## config.mk

```make
export PLATFORM = sky130hd
export DESIGN_NAME = isp_gamma_lut_loader_flat
export DESIGN_NICKNAME = d
export VERILOG_FILES = /design/src/rtl/isp_gamma_lut_loader_if.sv /design/src/rtl/isp_gamma_lut_loader.sv /design/src/flat_wrapper.sv
export SDC_FILE = /design/constraint.sdc
export NUM_CORES = 1
export LEC_CHECK = 0
export ABC_AREA = 1
export BUFFER_PORTS_ARGS = -buffer_cell sky130_fd_sc_hd__buf_2
export CAP_MARGIN = 10
export CORE_MARGIN = 4
export CORE_UTILIZATION = 48
export CTS_BUF_LIST = sky130_fd_sc_hd__clkbuf_16
export CTS_CLUSTER_SIZE = 25
export DETAILED_ROUTE_END_ITERATION = 12
export HOLD_SLACK_MARGIN = 0.08
export PLACE_DENSITY = 0.84
export SETUP_SLACK_MARGIN = 0.3
export SLEW_MARGIN = 30
export SYNTH_ARGS = -nofsm -noshare
export SYNTH_HDL_FRONTEND = slang
export SYNTH_SLANG_ARGS = --single-unit
export TNS_END_PERCENT = 20
```

## constraint.sdc

```tcl
create_clock -name pclk -period 2.34 [get_ports pclk]
set_clock_uncertainty 0.15 [all_clocks]
set_input_delay 0.468 -clock pclk [delete_from_list [all_inputs] [get_ports pclk]]
set_output_delay 0.468 -clock pclk [all_outputs]
set_load 0.03 [all_outputs]
```

## src/rtl/isp_gamma_lut_loader_if.sv

```systemverilog
// Entry stream and gamma LUT configuration port bundle for isp_gamma_lut_loader.
// master = loader side, slave = host stream source plus the three LUT RAMs.
interface isp_gamma_lut_loader_if #(
   parameter int BITS = 8
);
   logic            s_valid;
   logic            s_ready;
   logic [BITS-1:0] s_data;

   logic            cfg_table_r_wen;
   logic            cfg_table_g_wen;
   logic            cfg_table_b_wen;
   logic            cfg_table_r_ren;
   logic            cfg_table_g_ren;
   logic            cfg_table_b_ren;
   logic [BITS-1:0] cfg_table_r_addr;
   logic [BITS-1:0] cfg_table_g_addr;
   logic [BITS-1:0] cfg_table_b_addr;
   logic [BITS-1:0] cfg_table_r_wdata;
   logic [BITS-1:0] cfg_table_g_wdata;
   logic [BITS-1:0] cfg_table_b_wdata;
   logic [BITS-1:0] cfg_table_r_rdata;
   logic [BITS-1:0] cfg_table_g_rdata;
   logic [BITS-1:0] cfg_table_b_rdata;

   modport master (
      input  s_valid, s_data,
      input  cfg_table_r_rdata, cfg_table_g_rdata, cfg_table_b_rdata,
      output s_ready,
      output cfg_table_r_wen, cfg_table_g_wen, cfg_table_b_wen,
      output cfg_table_r_ren, cfg_table_g_ren, cfg_table_b_ren,
      output cfg_table_r_addr, cfg_table_g_addr, cfg_table_b_addr,
      output cfg_table_r_wdata, cfg_table_g_wdata, cfg_table_b_wdata
   );

   modport slave (
      output s_valid, s_data,
      output cfg_table_r_rdata, cfg_table_g_rdata, cfg_table_b_rdata,
      input  s_ready,
      input  cfg_table_r_wen, cfg_table_g_wen, cfg_table_b_wen,
      input  cfg_table_r_ren, cfg_table_g_ren, cfg_table_b_ren,
      input  cfg_table_r_addr, cfg_table_g_addr, cfg_table_b_addr,
      input  cfg_table_r_wdata, cfg_table_g_wdata, cfg_table_b_wdata
   );
endinterface

```

## src/rtl/isp_gamma_lut_loader.sv

```systemverilog
// Loads R/G/B gamma LUTs from an entry stream, starting on the next in_vsync rising edge.
// Define GAMMA_LUT_VERIFY_EN to add a read-back pass that compares per-channel sums.
module isp_gamma_lut_loader #(
   parameter int BITS = 8
) (
   input  logic                  pclk,
   input  logic                  rst,
   input  logic                  start,
   input  logic                  in_vsync,
   isp_gamma_lut_loader_if.master lut,
   output logic                  busy,
   output logic                  done,
   output logic                  err
);
   localparam logic [BITS-1:0] CNT_LAST = {BITS{1'b1}};
   localparam logic [BITS-1:0] CNT_ONE  = {{(BITS-1){1'b0}}, 1'b1};

   typedef enum logic [2:0] {
      S_IDLE   = 3'd0,
      S_ARM    = 3'd1,
      S_WRITE  = 3'd2,
      S_VERIFY = 3'd3,
      S_DONE   = 3'd4
   } state_t;

   state_t          state_q, state_d;
   logic            vsync_q;
   logic [BITS-1:0] cnt_q, cnt_d;
   logic [1:0]      ch_q, ch_d;
   logic [BITS-1:0] addr_q, addr_d;
   logic [BITS-1:0] wdata_q, wdata_d;
   logic [2:0]      wen_q, wen_d;
   logic            s_ready_q, s_ready_d;
   logic            busy_q, busy_d;
   logic            done_q, done_d;
   logic            beat_s;
   logic            chan_end_s;

`ifdef GAMMA_LUT_VERIFY_EN
   logic [2:0]        ren_q, ren_d;
   logic [2:0]        rd_v_q, rd_v_d;
   logic              rd_last_q, rd_last_d;
   logic              issue_done_q, issue_done_d;
   logic              err_q, err_d;
   logic [2*BITS-1:0] wsum_q [3];
   logic [2*BITS-1:0] wsum_d [3];
   logic [2*BITS-1:0] rsum_q, rsum_d;
   logic [2*BITS-1:0] rd_sum_s;
   logic [2*BITS-1:0] wsum_sel_s;
   logic [BITS-1:0]   rdata_s;
`endif

   assign beat_s     = lut.s_valid & s_ready_q;
   assign chan_end_s = (cnt_q == CNT_LAST);

   // State and output registers.
   always_ff @(posedge pclk or posedge rst) begin
      if (rst) begin
         state_q   <= S_IDLE;
         vsync_q   <= 1'b0;
         cnt_q     <= {BITS{1'b0}};
         ch_q      <= 2'd0;
         addr_q    <= {BITS{1'b0}};
         wdata_q   <= {BITS{1'b0}};
         wen_q     <= 3'b000;
         s_ready_q <= 1'b0;
         busy_q    <= 1'b0;
         done_q    <= 1'b0;
`ifdef GAMMA_LUT_VERIFY_EN
         ren_q        <= 3'b000;
         rd_v_q       <= 3'b000;
         rd_last_q    <= 1'b0;
         issue_done_q <= 1'b0;
         err_q        <= 1'b0;
         rsum_q       <= {(2*BITS){1'b0}};
         for (int i = 0; i < 3; i++) wsum_q[i] <= {(2*BITS){1'b0}};
`endif
      end else begin
         state_q   <= state_d;
         vsync_q   <= in_vsync;
         cnt_q     <= cnt_d;
         ch_q      <= ch_d;
         addr_q    <= addr_d;
         wdata_q   <= wdata_d;
         wen_q     <= wen_d;
         s_ready_q <= s_ready_d;
         busy_q    <= busy_d;
         done_q    <= done_d;
`ifdef GAMMA_LUT_VERIFY_EN
         ren_q        <= ren_d;
         rd_v_q       <= rd_v_d;
         rd_last_q    <= rd_last_d;
         issue_done_q <= issue_done_d;
         err_q        <= err_d;
         rsum_q       <= rsum_d;
         for (int i = 0; i < 3; i++) wsum_q[i] <= wsum_d[i];
`endif
      end
   end

`ifdef GAMMA_LUT_VERIFY_EN
   // Read data arriving this cycle belongs to the channel strobed one cycle earlier.
   always_comb begin
      rdata_s    = {BITS{1'b0}};
      wsum_sel_s = wsum_q[2];
      if (rd_v_q[0]) begin
         rdata_s    = lut.cfg_table_r_rdata;
         wsum_sel_s = wsum_q[0];
      end else if (rd_v_q[1]) begin
         rdata_s    = lut.cfg_table_g_rdata;
         wsum_sel_s = wsum_q[1];
      end else if (rd_v_q[2]) begin
         rdata_s = lut.cfg_table_b_rdata;
      end else begin
         rdata_s = {BITS{1'b0}};
      end
      rd_sum_s = rsum_q + {{BITS{1'b0}}, rdata_s};
   end
`endif

   // Next-state and next-output logic.
   always_comb begin
      state_d = state_q;
      cnt_d   = cnt_q;
      ch_d    = ch_q;
      addr_d  = addr_q;
      wdata_d = wdata_q;
      wen_d   = 3'b000;
`ifdef GAMMA_LUT_VERIFY_EN
      ren_d        = 3'b000;
      rd_v_d       = ren_q;
      rd_last_d    = (|ren_q) && (addr_q == CNT_LAST);
      issue_done_d = issue_done_q;
      err_d        = err_q;
      rsum_d       = rsum_q;
      wsum_d       = wsum_q;
`endif
      case (state_q)
         S_IDLE: begin
            if (start) begin
               state_d = S_ARM;
               cnt_d   = {BITS{1'b0}};
               ch_d    = 2'd0;
`ifdef GAMMA_LUT_VERIFY_EN
               err_d        = 1'b0;
               rsum_d       = {(2*BITS){1'b0}};
               issue_done_d = 1'b0;
               for (int i = 0; i < 3; i++) wsum_d[i] = {(2*BITS){1'b0}};
`endif
            end else begin
               state_d = S_IDLE;
            end
         end
         S_ARM: begin
            if (in_vsync && !vsync_q) state_d = S_WRITE;
            else                      state_d = S_ARM;
         end
         S_WRITE: begin
            if (beat_s) begin
               addr_d  = cnt_q;
               wdata_d = lut.s_data;
               wen_d   = 3'b001 << ch_q;
               cnt_d   = cnt_q + CNT_ONE;
`ifdef GAMMA_LUT_VERIFY_EN
               for (int i = 0; i < 3; i++) begin
                  if (ch_q == 2'(i)) wsum_d[i] = wsum_q[i] + {{BITS{1'b0}}, lut.s_data};
                  else               wsum_d[i] = wsum_q[i];
               end
`endif
               if (chan_end_s && ch_q == 2'd2) begin
                  ch_d = 2'd0;
`ifdef GAMMA_LUT_VERIFY_EN
                  state_d = S_VERIFY;
`else
                  state_d = S_DONE;
`endif
               end else if (chan_end_s) begin
                  ch_d = ch_q + 2'd1;
               end else begin
                  ch_d = ch_q;
               end
            end else begin
               state_d = S_WRITE;
            end
         end
         S_VERIFY: begin
`ifdef GAMMA_LUT_VERIFY_EN
            if (!issue_done_q) begin
               ren_d  = 3'b001 << ch_q;
               addr_d = cnt_q;
               cnt_d  = cnt_q + CNT_ONE;
               if (chan_end_s && ch_q == 2'd2) begin
                  ch_d         = 2'd0;
                  issue_done_d = 1'b1;
               end else if (chan_end_s) begin
                  ch_d = ch_q + 2'd1;
               end else begin
                  ch_d = ch_q;
               end
            end else begin
               ren_d = 3'b000;
            end
            // Per-channel sum closes on the last address; the B close ends the pass.
            if ((|rd_v_q) && rd_last_q) begin
               rsum_d  = {(2*BITS){1'b0}};
               err_d   = err_q | (rd_sum_s != wsum_sel_s);
               state_d = rd_v_q[2] ? S_DONE : S_VERIFY;
            end else if (|rd_v_q) begin
               rsum_d = rd_sum_s;
            end else begin
               rsum_d = rsum_q;
            end
`else
            state_d = S_IDLE;
`endif
         end
         S_DONE: begin
            state_d = S_IDLE;
         end
         default: begin
            state_d = S_IDLE;
         end
      endcase
      s_ready_d = (state_d == S_WRITE);
      busy_d    = (state_d inside {S_ARM, S_WRITE, S_VERIFY});
      done_d    = (state_d == S_DONE);
   end

   assign lut.s_ready           = s_ready_q;
   assign lut.cfg_table_r_wen   = wen_q[0];
   assign lut.cfg_table_g_wen   = wen_q[1];
   assign lut.cfg_table_b_wen   = wen_q[2];
   assign lut.cfg_table_r_addr  = addr_q;
   assign lut.cfg_table_g_addr  = addr_q;
   assign lut.cfg_table_b_addr  = addr_q;
   assign lut.cfg_table_r_wdata = wdata_q;
   assign lut.cfg_table_g_wdata = wdata_q;
   assign lut.cfg_table_b_wdata = wdata_q;
   assign busy                  = busy_q;
   assign done                  = done_q;
`ifdef GAMMA_LUT_VERIFY_EN
   assign lut.cfg_table_r_ren = ren_q[0];
   assign lut.cfg_table_g_ren = ren_q[1];
   assign lut.cfg_table_b_ren = ren_q[2];
   assign err                 = err_q;
`else
   assign lut.cfg_table_r_ren = 1'b0;
   assign lut.cfg_table_g_ren = 1'b0;
   assign lut.cfg_table_b_ren = 1'b0;
   assign err                 = 1'b0;
`endif
endmodule

```

## src/flat_wrapper.sv

```systemverilog
// flat-port wrapper written by rule: the top's interface ports become plain ports
module isp_gamma_lut_loader_flat 
#(
   parameter int BITS = 8
)
  (pclk, rst, start, in_vsync, busy, done, err, lut_s_valid, lut_s_data, lut_cfg_table_r_rdata, lut_cfg_table_g_rdata, lut_cfg_table_b_rdata, lut_s_ready, lut_cfg_table_r_wen, lut_cfg_table_g_wen, lut_cfg_table_b_wen, lut_cfg_table_r_ren, lut_cfg_table_g_ren, lut_cfg_table_b_ren, lut_cfg_table_r_addr, lut_cfg_table_g_addr, lut_cfg_table_b_addr, lut_cfg_table_r_wdata, lut_cfg_table_g_wdata, lut_cfg_table_b_wdata);
  isp_gamma_lut_loader_if #(.BITS(BITS)) lut_i ();
  input  logic pclk;
  input  logic rst;
  input  logic start;
  input  logic in_vsync;
  output logic busy;
  output logic done;
  output logic err;
  input wire logic [$bits(lut_i.s_valid)-1:0] lut_s_valid;
  input wire logic [$bits(lut_i.s_data)-1:0] lut_s_data;
  input wire logic [$bits(lut_i.cfg_table_r_rdata)-1:0] lut_cfg_table_r_rdata;
  input wire logic [$bits(lut_i.cfg_table_g_rdata)-1:0] lut_cfg_table_g_rdata;
  input wire logic [$bits(lut_i.cfg_table_b_rdata)-1:0] lut_cfg_table_b_rdata;
  output wire logic [$bits(lut_i.s_ready)-1:0] lut_s_ready;
  output wire logic [$bits(lut_i.cfg_table_r_wen)-1:0] lut_cfg_table_r_wen;
  output wire logic [$bits(lut_i.cfg_table_g_wen)-1:0] lut_cfg_table_g_wen;
  output wire logic [$bits(lut_i.cfg_table_b_wen)-1:0] lut_cfg_table_b_wen;
  output wire logic [$bits(lut_i.cfg_table_r_ren)-1:0] lut_cfg_table_r_ren;
  output wire logic [$bits(lut_i.cfg_table_g_ren)-1:0] lut_cfg_table_g_ren;
  output wire logic [$bits(lut_i.cfg_table_b_ren)-1:0] lut_cfg_table_b_ren;
  output wire logic [$bits(lut_i.cfg_table_r_addr)-1:0] lut_cfg_table_r_addr;
  output wire logic [$bits(lut_i.cfg_table_g_addr)-1:0] lut_cfg_table_g_addr;
  output wire logic [$bits(lut_i.cfg_table_b_addr)-1:0] lut_cfg_table_b_addr;
  output wire logic [$bits(lut_i.cfg_table_r_wdata)-1:0] lut_cfg_table_r_wdata;
  output wire logic [$bits(lut_i.cfg_table_g_wdata)-1:0] lut_cfg_table_g_wdata;
  output wire logic [$bits(lut_i.cfg_table_b_wdata)-1:0] lut_cfg_table_b_wdata;
  assign lut_i.s_valid = lut_s_valid;
  assign lut_i.s_data = lut_s_data;
  assign lut_i.cfg_table_r_rdata = lut_cfg_table_r_rdata;
  assign lut_i.cfg_table_g_rdata = lut_cfg_table_g_rdata;
  assign lut_i.cfg_table_b_rdata = lut_cfg_table_b_rdata;
  assign lut_s_ready = lut_i.s_ready;
  assign lut_cfg_table_r_wen = lut_i.cfg_table_r_wen;
  assign lut_cfg_table_g_wen = lut_i.cfg_table_g_wen;
  assign lut_cfg_table_b_wen = lut_i.cfg_table_b_wen;
  assign lut_cfg_table_r_ren = lut_i.cfg_table_r_ren;
  assign lut_cfg_table_g_ren = lut_i.cfg_table_g_ren;
  assign lut_cfg_table_b_ren = lut_i.cfg_table_b_ren;
  assign lut_cfg_table_r_addr = lut_i.cfg_table_r_addr;
  assign lut_cfg_table_g_addr = lut_i.cfg_table_g_addr;
  assign lut_cfg_table_b_addr = lut_i.cfg_table_b_addr;
  assign lut_cfg_table_r_wdata = lut_i.cfg_table_r_wdata;
  assign lut_cfg_table_g_wdata = lut_i.cfg_table_g_wdata;
  assign lut_cfg_table_b_wdata = lut_i.cfg_table_b_wdata;
  isp_gamma_lut_loader #(.BITS(BITS)) u_core (.pclk(pclk), .rst(rst), .start(start), .in_vsync(in_vsync), .lut(lut_i), .busy(busy), .done(done), .err(err));
endmodule
```

* Yosys cells after proc, flatten, opt, wreduce, memory -nomap -nowiden
Index checks and enable logic that the tools add are counted.
** Word-level totals
- Input bits :: 37
- Word-level logic and storage cells :: 49
- Register bits :: 36
- Output and inout port bits :: 58
** Operators by class
- Equality and inequality tests :: 11
- Reduce and logical (&&, ||, !) cells :: 9
- Mux-type cells :: 15
- Bitwise operators :: 1
- $add $sub $neg :: 2
- Shifts and indexed selects :: 1
** Operator list (number)
- $mux 8 :: 2
- $pmux 8 s2 :: 1
- $mux 3 :: 4
- $mux 2 :: 5
- $eq 3x2->1 const B :: 3
- $pmux 3 s3 :: 1
- $add 8x1->8 const B :: 1
- $eq 8x8->1 const B :: 1
- $eq 3x1->1 const B :: 2
- $pmux 2 s2 :: 1
- $reduce_and 4->1 :: 1
- $eq 3x3->1 const B :: 1
- $logic_not 3->1 :: 1
- $ne 3x1->1 const B :: 1
- $reduce_and 3->1 :: 1
- $reduce_bool 3->1 :: 1
- $shl 1x2->3 const A :: 1
- $add 2x1->2 const B :: 1
- $eq 2x2->1 const B :: 1
- $logic_and 1x1->1 :: 2
- $ne 2x1->1 const B :: 1
- $ne 2x2->1 const B :: 1
- $reduce_and 2->1 :: 1
- $reduce_bool 2->1 :: 1
- other kinds (3) :: 3

* Longest topological paths before layout
Gate-level depths: netlist of the first run.
- Depth after elaboration :: 7
- Mapped depth :: 8
- Mapped depth without buffers :: 8

* Least setup slack after synthesis of the first run
No wires, ideal clock.
- Path kind :: flip-flop to flip-flop
- From :: reg u_core.s_ready_q, in the netlist u_core.lut.s_ready
- To :: reg u_core.addr_q[3], in the netlist u_core.lut.cfg_table_b_addr[3]
- Cell stages (with the launch flop) :: 7
- Clock period less this slack :: 1.381 ns
- Path buffers :: 1
- Data arrival time :: 1.110 ns
- Setup slack :: 0.959 ns
- Data required time :: 2.069 ns
- Setup time :: 0.121 ns
- Cells stage by stage :: dfrtp_1 nand2_1 inv_1 nand3_4 buf_2 nand2_1 o21ai_1
** Between the ends
- Longest elaborated chain between the ends :: 2
** Ends and longest elaborated chain
- from (decl) :: RTL line isp_gamma_lut_loader.sv:33 : logic s_ready_q, s_ready_d;
- from (signal assigned) :: RTL line isp_gamma_lut_loader.sv:86 : s_ready_q <= s_ready_d;
- $and 1x1->1 :: RTL line isp_gamma_lut_loader.sv:53 : assign beat_s = lut.s_valid & s_ready_q;
- $reduce_and 2->1 (no line)
- to (signal assigned) :: RTL line isp_gamma_lut_loader.sv:63 : addr_q <= {BITS{1'b0}};
- to (signal assigned) :: RTL line isp_gamma_lut_loader.sv:83 : addr_q <= addr_d;
- to (decl) :: RTL line isp_gamma_lut_loader.sv:30 : logic [BITS-1:0] addr_q, addr_d;
No other way between the ends.
A chain may end at the register's enable or synchronous reset.

* Worst setup path after layout of the first run
- From :: reg u_core.state_q[0]
- To :: reg u_core.ch_q[0]
** Between the ends
- Longest elaborated chain between the ends :: 3
- Elaborated cells between the ends (all ways) :: 8
- Classes of those cells :: eq/ne: 4; mux: 1; reduce/logical: 3
** Ends and longest elaborated chain
- from (decl) :: RTL line isp_gamma_lut_loader.sv:26 : state_t state_q, state_d;
- from (signal assigned) :: RTL line isp_gamma_lut_loader.sv:79 : state_q <= state_d;
- $eq 3x2->1 or $logic_not 3->1 (tied branches) :: RTL line isp_gamma_lut_loader.sv:138 : case (state_q)
- $ne 3x1->1 (no line), or another cell as far along
- $reduce_and 4->1 (no line)
- to (signal assigned) :: RTL line isp_gamma_lut_loader.sv:82 : ch_q <= ch_d;
- to (decl) :: RTL line isp_gamma_lut_loader.sv:29 : logic [1:0] ch_q, ch_d;
Several ways; a longest one is shown, not always the timed one.

==> impl_metrics.ini, run 1 <==
[status]
status = complete, no violations

[synth]
syn_area_um2 = 1810
synth_cells = 213
syn_avg_cell_area_um2 = 8.51
ys_seq_elements = 36
yosysWarnings = 0
yosys-top-cells-area = dfrtp_1 50%, buf_4 15%, nand2_1 14%, inv_1 2.9%, nor2_1 2.9%
synth_top_area_share_pct = 49.7
ys_seq_area_share_pct = 49.7
yosysTopAreaCell = dfrtp_1
synthDistinctLibCells = 25

[clock_tree]
cts_made_buffers = 5
cts_tree = done
htreeDepth = 2
ctsRootBufferMaster = clkbuf_16
cts_resized = 0
clkLatencyLatePin_ns = 0.27
cts.sinks = 36
cts.reportedPaths.clkPinSlew_ns = 0.05
cts_setup_buffers = 0
clockBufferDepth = 2
hold_buffers = 1

[flow_run]
maxCapViolCount = 0

[power]
p_seq_share_pct = 39.2
p_comb_share_pct = 32.9
switching_share_pct = 39.3
vdd_drop_max_uv = 312
switchingPower_mw = 0.836
power.share.clock_pct = 27.9
power.leakage_nw = 1.21
powerDensity_nw_per_um2 = 1020
p_int_mw = 1.29
finalPower_mw = 2.13

[place]
hpwl_um = 2410
io_buffers = 66
dp.cells = 293
place_ws_ns = 0.620
place.gp.congestion = 0.742

[die]
coreArea_um2 = 3660
initial_core_util_pct = 49.5
num_io_pins = 95
fp-row-count = 22
die_h_um = 69.5
die_w_um = 69.5
fp.dieArea_um2 = 4820

[route]
drt_iter0_drc = 47
routed_wirelength_um = 3290
vias = 1427
drc = 0
ant_nets = 0
first_pass_iters = 4
via_per_inst = 4.74
post_drt_wl_per_cell_um = 10.9

[critical_path]
cp.required_ns = 2.34
cp_max_fo = 19
endpoint_kind = flop
critPathKind = flop to flop
startpoint_type = flop
worst_ep_arrival_time_ns = 1.59

[sta]
setup_viol = 0
setup_tns_ns = 0
rsz0062_at_grt = false
period_minus_slack_ns = 1.59
finalCritPeriodShare_pct = 67.9
fmax_mhz = 629
fin_hold_ws_ns = 0.163
slew_violations = 0
final-hold-violation-count = 0
setup_slack_ns = 0.751

[min_path]
hp-class = primary input to flop

[global_routing]
grt_pass1_wl_um = 5540
grt_pass1_vias = 1263
overflow = 0
grt_max_degree = 27
antenna_found_initial = 0
grt.total_usage_pct = 14.1

[final_layout]
stdcell_count = 301
layout-drive-gt1-share_pct = 33.2
diodes = 0
syn_to_final_growth_pct = 14.8
num-nets-final = 291
## power groups by stage
stage               logic (mW)  registers (mW)  clock network [mW]
global placement         0.692           0.835                   0
CTS                      0.707           0.832               0.611
floorplan                0.548           0.932                   0
finish                   0.701           0.834               0.594
detailed placement       0.702           0.840                   0
global route             0.752           0.855               0.638
## cell usage in the layout, fill, tap and decap left out, types with 2 or more instances in the layout
| master | instances |
|---|---|
| o21ai_1 | 5 |
| clkbuf_16 | 5 |
| nor2_1 | 14 |
| dfrtp_1 | 36 |
| inv_2 | 2 |
| a21oi_1 | 6 |
| buf_2 | 66 |
| inv_1 | 14 |
| conb_1 | 4 |
| o21ai_0 | 3 |
| buf_4 | 2 |
| nand3_1 | 9 |
| nor3_2 | 2 |
| nand4_1 | 2 |
| nand2_1 | 70 |
| clkinv_1 | 2 |
## cell families (layout without fill, tap and decap cells)
family | Yosys count | in the layout | share of synthesized area, %
adder cells (fa/ha/maj) | 1 | 1 | 0.690
buffers and inverters | 55 | 92 | 19.4
AND/OR/NAND/NOR | 105 | 105 | 25.7
other | 1 | 4 | 0.207
AO/OA/AOI/OAI | 15 | 15 | 4.28
flip-flops | 36 | 36 | 49.7
## cell usage after synthesis
cell,count
o21ai_0,3
nor2_1,14
conb_1,1
nand2_4,1
o21ai_1,5
nor3_2,2
nand2_2,1
buf_4,36
a21oi_1,6
nor2_2,1
dfrtp_1,36
nand4_1,2
inv_1,14
nand2_1,70
buf_6,1
ha_1,1
nand3_4,1
nor2_4,1
or2_2,1
nand3_1,9
buf_2,2
o21a_1,1
nor3_1,1
nand3_2,1
inv_2,2
## worst max-delay path: stages, from the launching register on
cell and delay, ns:
dfrtp_1 0.40, nor2_4 0.16, nand3_4 0.14, buf_4 0.24
nand2_4 0.13, nand2_2 0.09, nand2_1 0.07, o21ai_1 0.07
## path summary, 6_finish.rpt
check / end / slack, ns / start / cells past startpoint
max in group asynchronous: u_core.cnt_q[3] / 0.82 / rst / 4
setup / recovery: u_core.ch_q[0] / 0.75 / u_core.state_q[0] / 7
setup reg to reg: u_core.ch_q[0] / 0.75 / u_core.state_q[0] / 7
hold reg to reg: u_core.wen_q[0] / 0.34 / u_core.ch_q[1] / 1
hold / removal: u_core.vsync_q / 0.16 / in_vsync / 1
min in group asynchronous: u_core.lut.cfg_table_b_wdata[1] / 0.56 / rst / 3
## per-layer routing
metal  track usage, %  vias up  share of wire (%)  wire length [µm]
met5                0        -                  0                 0
met4             4.56        0                1.3                43
met3             4.64        7                8.5               281
met2             24.5       54                 52              1720
met1             16.3      663                 38              1250
li1                 -      703                  -                 -
## layout make-up
cell class / count / area (µm²)
Tap cell: 48 / 60.1
Clock buffer: 5 / 125
Timing Repair Buffer: 69 / 355
Multi-Input combinational cell: 125 / 572
Fill cell: 331 / 1580
Sequential cell: 36 / 901
Clock inverter: 2 / 7.51
Inverter: 16 / 60.1
## registers in the layout (all words and copies together) (netlist names)
signal,flops
u_core.busy,1
u_core.ch_q,2
u_core.cnt_q,8
u_core.done,1
u_core.lut.cfg_table_b_addr,8
u_core.lut.cfg_table_b_wdata,8
u_core.lut.s_ready,1
u_core.state_q,3
u_core.vsync_q,1
u_core.wen_q,3
## per-stage QoR
| step | utilization (%) | area, µm² |
|---|---|---|
| floorplan | - | 1820 |
| global placement | 52.9 | 1940 |
| detailed placement | 52.9 | 1940 |
| CTS | 56.8 | 2080 |
| global route | 56.8 | 2080 |
| finish | 56.8 | 2080 |
(Power assumes the default switching activity.)
==> run 2: changes to the inputs <==
--- a/config.mk
+++ b/config.mk
@@ -5,16 +5,16 @@
 export SDC_FILE = /design/constraint.sdc
 export NUM_CORES = 1
 export LEC_CHECK = 0
-export ABC_AREA = 1
+export ABC_AREA = 0
 export BUFFER_PORTS_ARGS = -buffer_cell sky130_fd_sc_hd__buf_2
 export CAP_MARGIN = 10
 export CORE_MARGIN = 4
-export CORE_UTILIZATION = 48
+export CORE_UTILIZATION = 40
 export CTS_BUF_LIST = sky130_fd_sc_hd__clkbuf_16
 export CTS_CLUSTER_SIZE = 25
 export DETAILED_ROUTE_END_ITERATION = 12
 export HOLD_SLACK_MARGIN = 0.08
-export PLACE_DENSITY = 0.84
+export PLACE_DENSITY = 0.76
 export SETUP_SLACK_MARGIN = 0.3
 export SLEW_MARGIN = 30
 export SYNTH_ARGS = -nofsm -noshare
==> constraint.sdc (replaced) <==
create_clock -name pclk -period 1.33 [get_ports pclk]
set_clock_uncertainty 0.15 [all_clocks]
set_input_delay 0.266 -clock pclk [delete_from_list [all_inputs] [get_ports pclk]]
set_output_delay 0.266 -clock pclk [all_outputs]
set_load 0.03 [all_outputs]
==> impl_metrics.ini, run 2 <==
[route]
ant_nets = 0
vias = 1532
post_drt_wl_per_cell_um = 15.2
routed_wirelength_um = 4830
first_pass_iters = 4
drc = 0
via_per_inst = 4.83
drt_iter0_drc = 83

[synth]
synth_edf_count = 0
synth-main-ff-cell = dfrtp_1
synth_top_area_share_pct = 50.8
async_flop_share_pct = 100
synth_top_family_by_area = simple AND/OR/NAND/NOR gates
synthMuxAreaShare_pct = 0.565
yosysTopAreaCell = dfrtp_1
syn_avg_cell_area_um2 = 9.43
synth_xor_area_share_pct = 1.98
synthDistinctLibCells = 30
ys_seq_elements = 36
syn_area_um2 = 1770
synth_fa_ha_area_share_pct = 0.706
synth_most_common_cell = nand2_1
synth-simple-area-share_pct = 22.7
synth_compound_area_share_pct = 4.80
yosys-top-cells-area = dfrtp_1 51%, buf_4 16%, nand2_1 12%, xnor2_1 2.0%, nand3_1 1.7%
ys_seq_area_share_pct = 50.8
synth_cells = 188
yosysWarnings = 0
synth_common_cells = 58 x nand2_1, 37 x buf_4, 36 x dfrtp_1

[final_layout]
final_cell_mix = 52 x nand2_1, 38 x buf_6, 34 x buf_4, 34 x dfrtp_1, 21 x buf_2
num-nets-final = 304
layout-drive-gt1-share_pct = 50.9
ff_latch_area_um2 = 903
layout_commonest_cell = nand2_1
syn_to_final_growth_pct = 56.2
fillers = 298
diodes = 0
multiInputGateArea_um2 = 697

[die]
coreArea_um2 = 4140
die_h_um = 74.6
initial_core_util_pct = 42.8
die_w_um = 74.6
fp.dieArea_um2 = 5560
num_io_pins = 95
fp-row-count = 23

[power]
power.leakage_nw = 1.41
vdd_drop_max_uv = 912
finalPower_mw = 5.12
powerDensity_nw_per_um2 = 1850

[clock_tree]
clockBufferDepth = 2
cts_tree = done
ctsRootBufferMaster = clkbuf_16
cts.reportedPaths.clkPinSlew_ns = 0.05
clkLatencyLatePin_ns = 0.28
cts_made_buffers = 5
cts.sinks = 36
htreeDepth = 2

[flow_run]
maxCapViolCount = 0

[critical_path]
startpoint_type = flop
cp_slowest_stage_delay_ns = 0.41
endpoint_kind = flop
critical-path-top-delay-family = simple AND/OR/NAND/NOR gates
cp_max_fo = 7
worst_ep_arrival_time_ns = 1.76
cp_slowest_cell = or3b_4
crit_chain = or3b_4 -> buf_6 -> nor2_4 -> o22ai_1 -> a22o_1
critPathBufInv = 1
cp.required_ns = 1.34
critPathKind = flop to flop

[global_routing]
grt_max_degree = 37
overflow = 0
grt_pass1_vias = 1523
antenna_found_initial = 0
grt_pass1_wl_um = 7180
grt.total_usage_pct = 17.3

[place]
place_ws_ns = -0.403
io_buffers = 66
hpwl_um = 2630
place.gp.congestion = 0.798

[status]
failed_checks = negative setup slack
status = finished with violations

[sta]
finalCritPeriodShare_pct = 132
period_minus_slack_ns = 1.75
rsz0062_at_grt = true
setup_viol = 34
setup_slack_ns = -0.423
final-hold-violation-count = 0
slew_violations = 0
fmax_mhz = 571

[min_path]
hp-class = primary input to flop
==> run 2: cell type report <==
cell class	instances	share of cell area (%)
flip-flops and latches	36	32.6
multi-input cells	111	25.2
clock buffers	5	4.52
clock inverters	3	0.497
well taps	50	2.26
inverters	2	0.271
repair buffers	110	34.7
==> run 2: cells by family after synthesis <==
logic type	count (synthesis)
AO/OA/AOI/OAI	12
buffers and inverters	44
AND/OR/NAND/NOR	89
other	1
adder cells (fa/ha/maj)	1
XOR/XNOR	4
flip-flops	36
multiplexers	1
==> run 2: per-layer routing <==
layer  vias up  global-route usage [%]  wire length [µm]  share of wire [%]
met5         -                       0                 0                  0
li1        727                       -                 -                  -
met1       739                    17.6              1790                 37
met4         0                    4.74                62                1.3
met2        58                    34.1              2690                 56
met3         8                    4.32               289                6.0
==> run 2: worst paths after layout <==
path                       slack [ns]              start                             end  cells past startpoint
max in group asynchronous        0.40                rst  u_core.lut.cfg_table_b_addr[2]                      4
min in group asynchronous        0.43                rst                 u_core.cnt_q[4]                      4
min reg2reg                      0.35     u_core.vsync_q               u_core.state_q[1]                      1
min                              0.12           in_vsync               u_core.state_q[1]                      3
max reg2reg                     -0.42  u_core.state_q[0]                  u_core.ch_q[0]                      5
max                             -0.42  u_core.state_q[0]                  u_core.ch_q[0]                      5
==> run 2: what timing repair did <==
action | in CTS | in global routing
cloned | 3 | 0
hold buffers | 10 | 0
pin swaps | 13 | 7
hold endpoints to repair | 45 | 0
setup buffers | 3 | 1
endpoints found under the setup margin | 89 | 89
gates resized for setup | 95 | 26
==> run 2: tightest hold or removal path, cell delays in order <==
cell	delay [ns]
buf_2	0.11
nand2_2	0.07
o41ai_1	0.06
==> run 2: report_power, final <==
group          internal, mW  total [mW]  switching, mW
clock network         0.679        1.11          0.427
registers              1.32        1.53          0.214
logic                 0.959        2.48           1.52
total                  2.96        5.12           2.16
==> run 2: stage by stage <==
step                hold slack [ns]  std cells  TNS, ns  area [µm²]  utilization [%]
floorplan                     0.147        191   -12.72        1820                -
CTS                           0.150        316    -9.65        2690             64.9
finish                        0.124        317   -10.39        2770             66.8
global route                  0.149        317   -12.97        2770             66.8
global placement              0.173        292    -8.39        2090             50.5
detailed placement            0.180        292    -9.10        2090             50.5
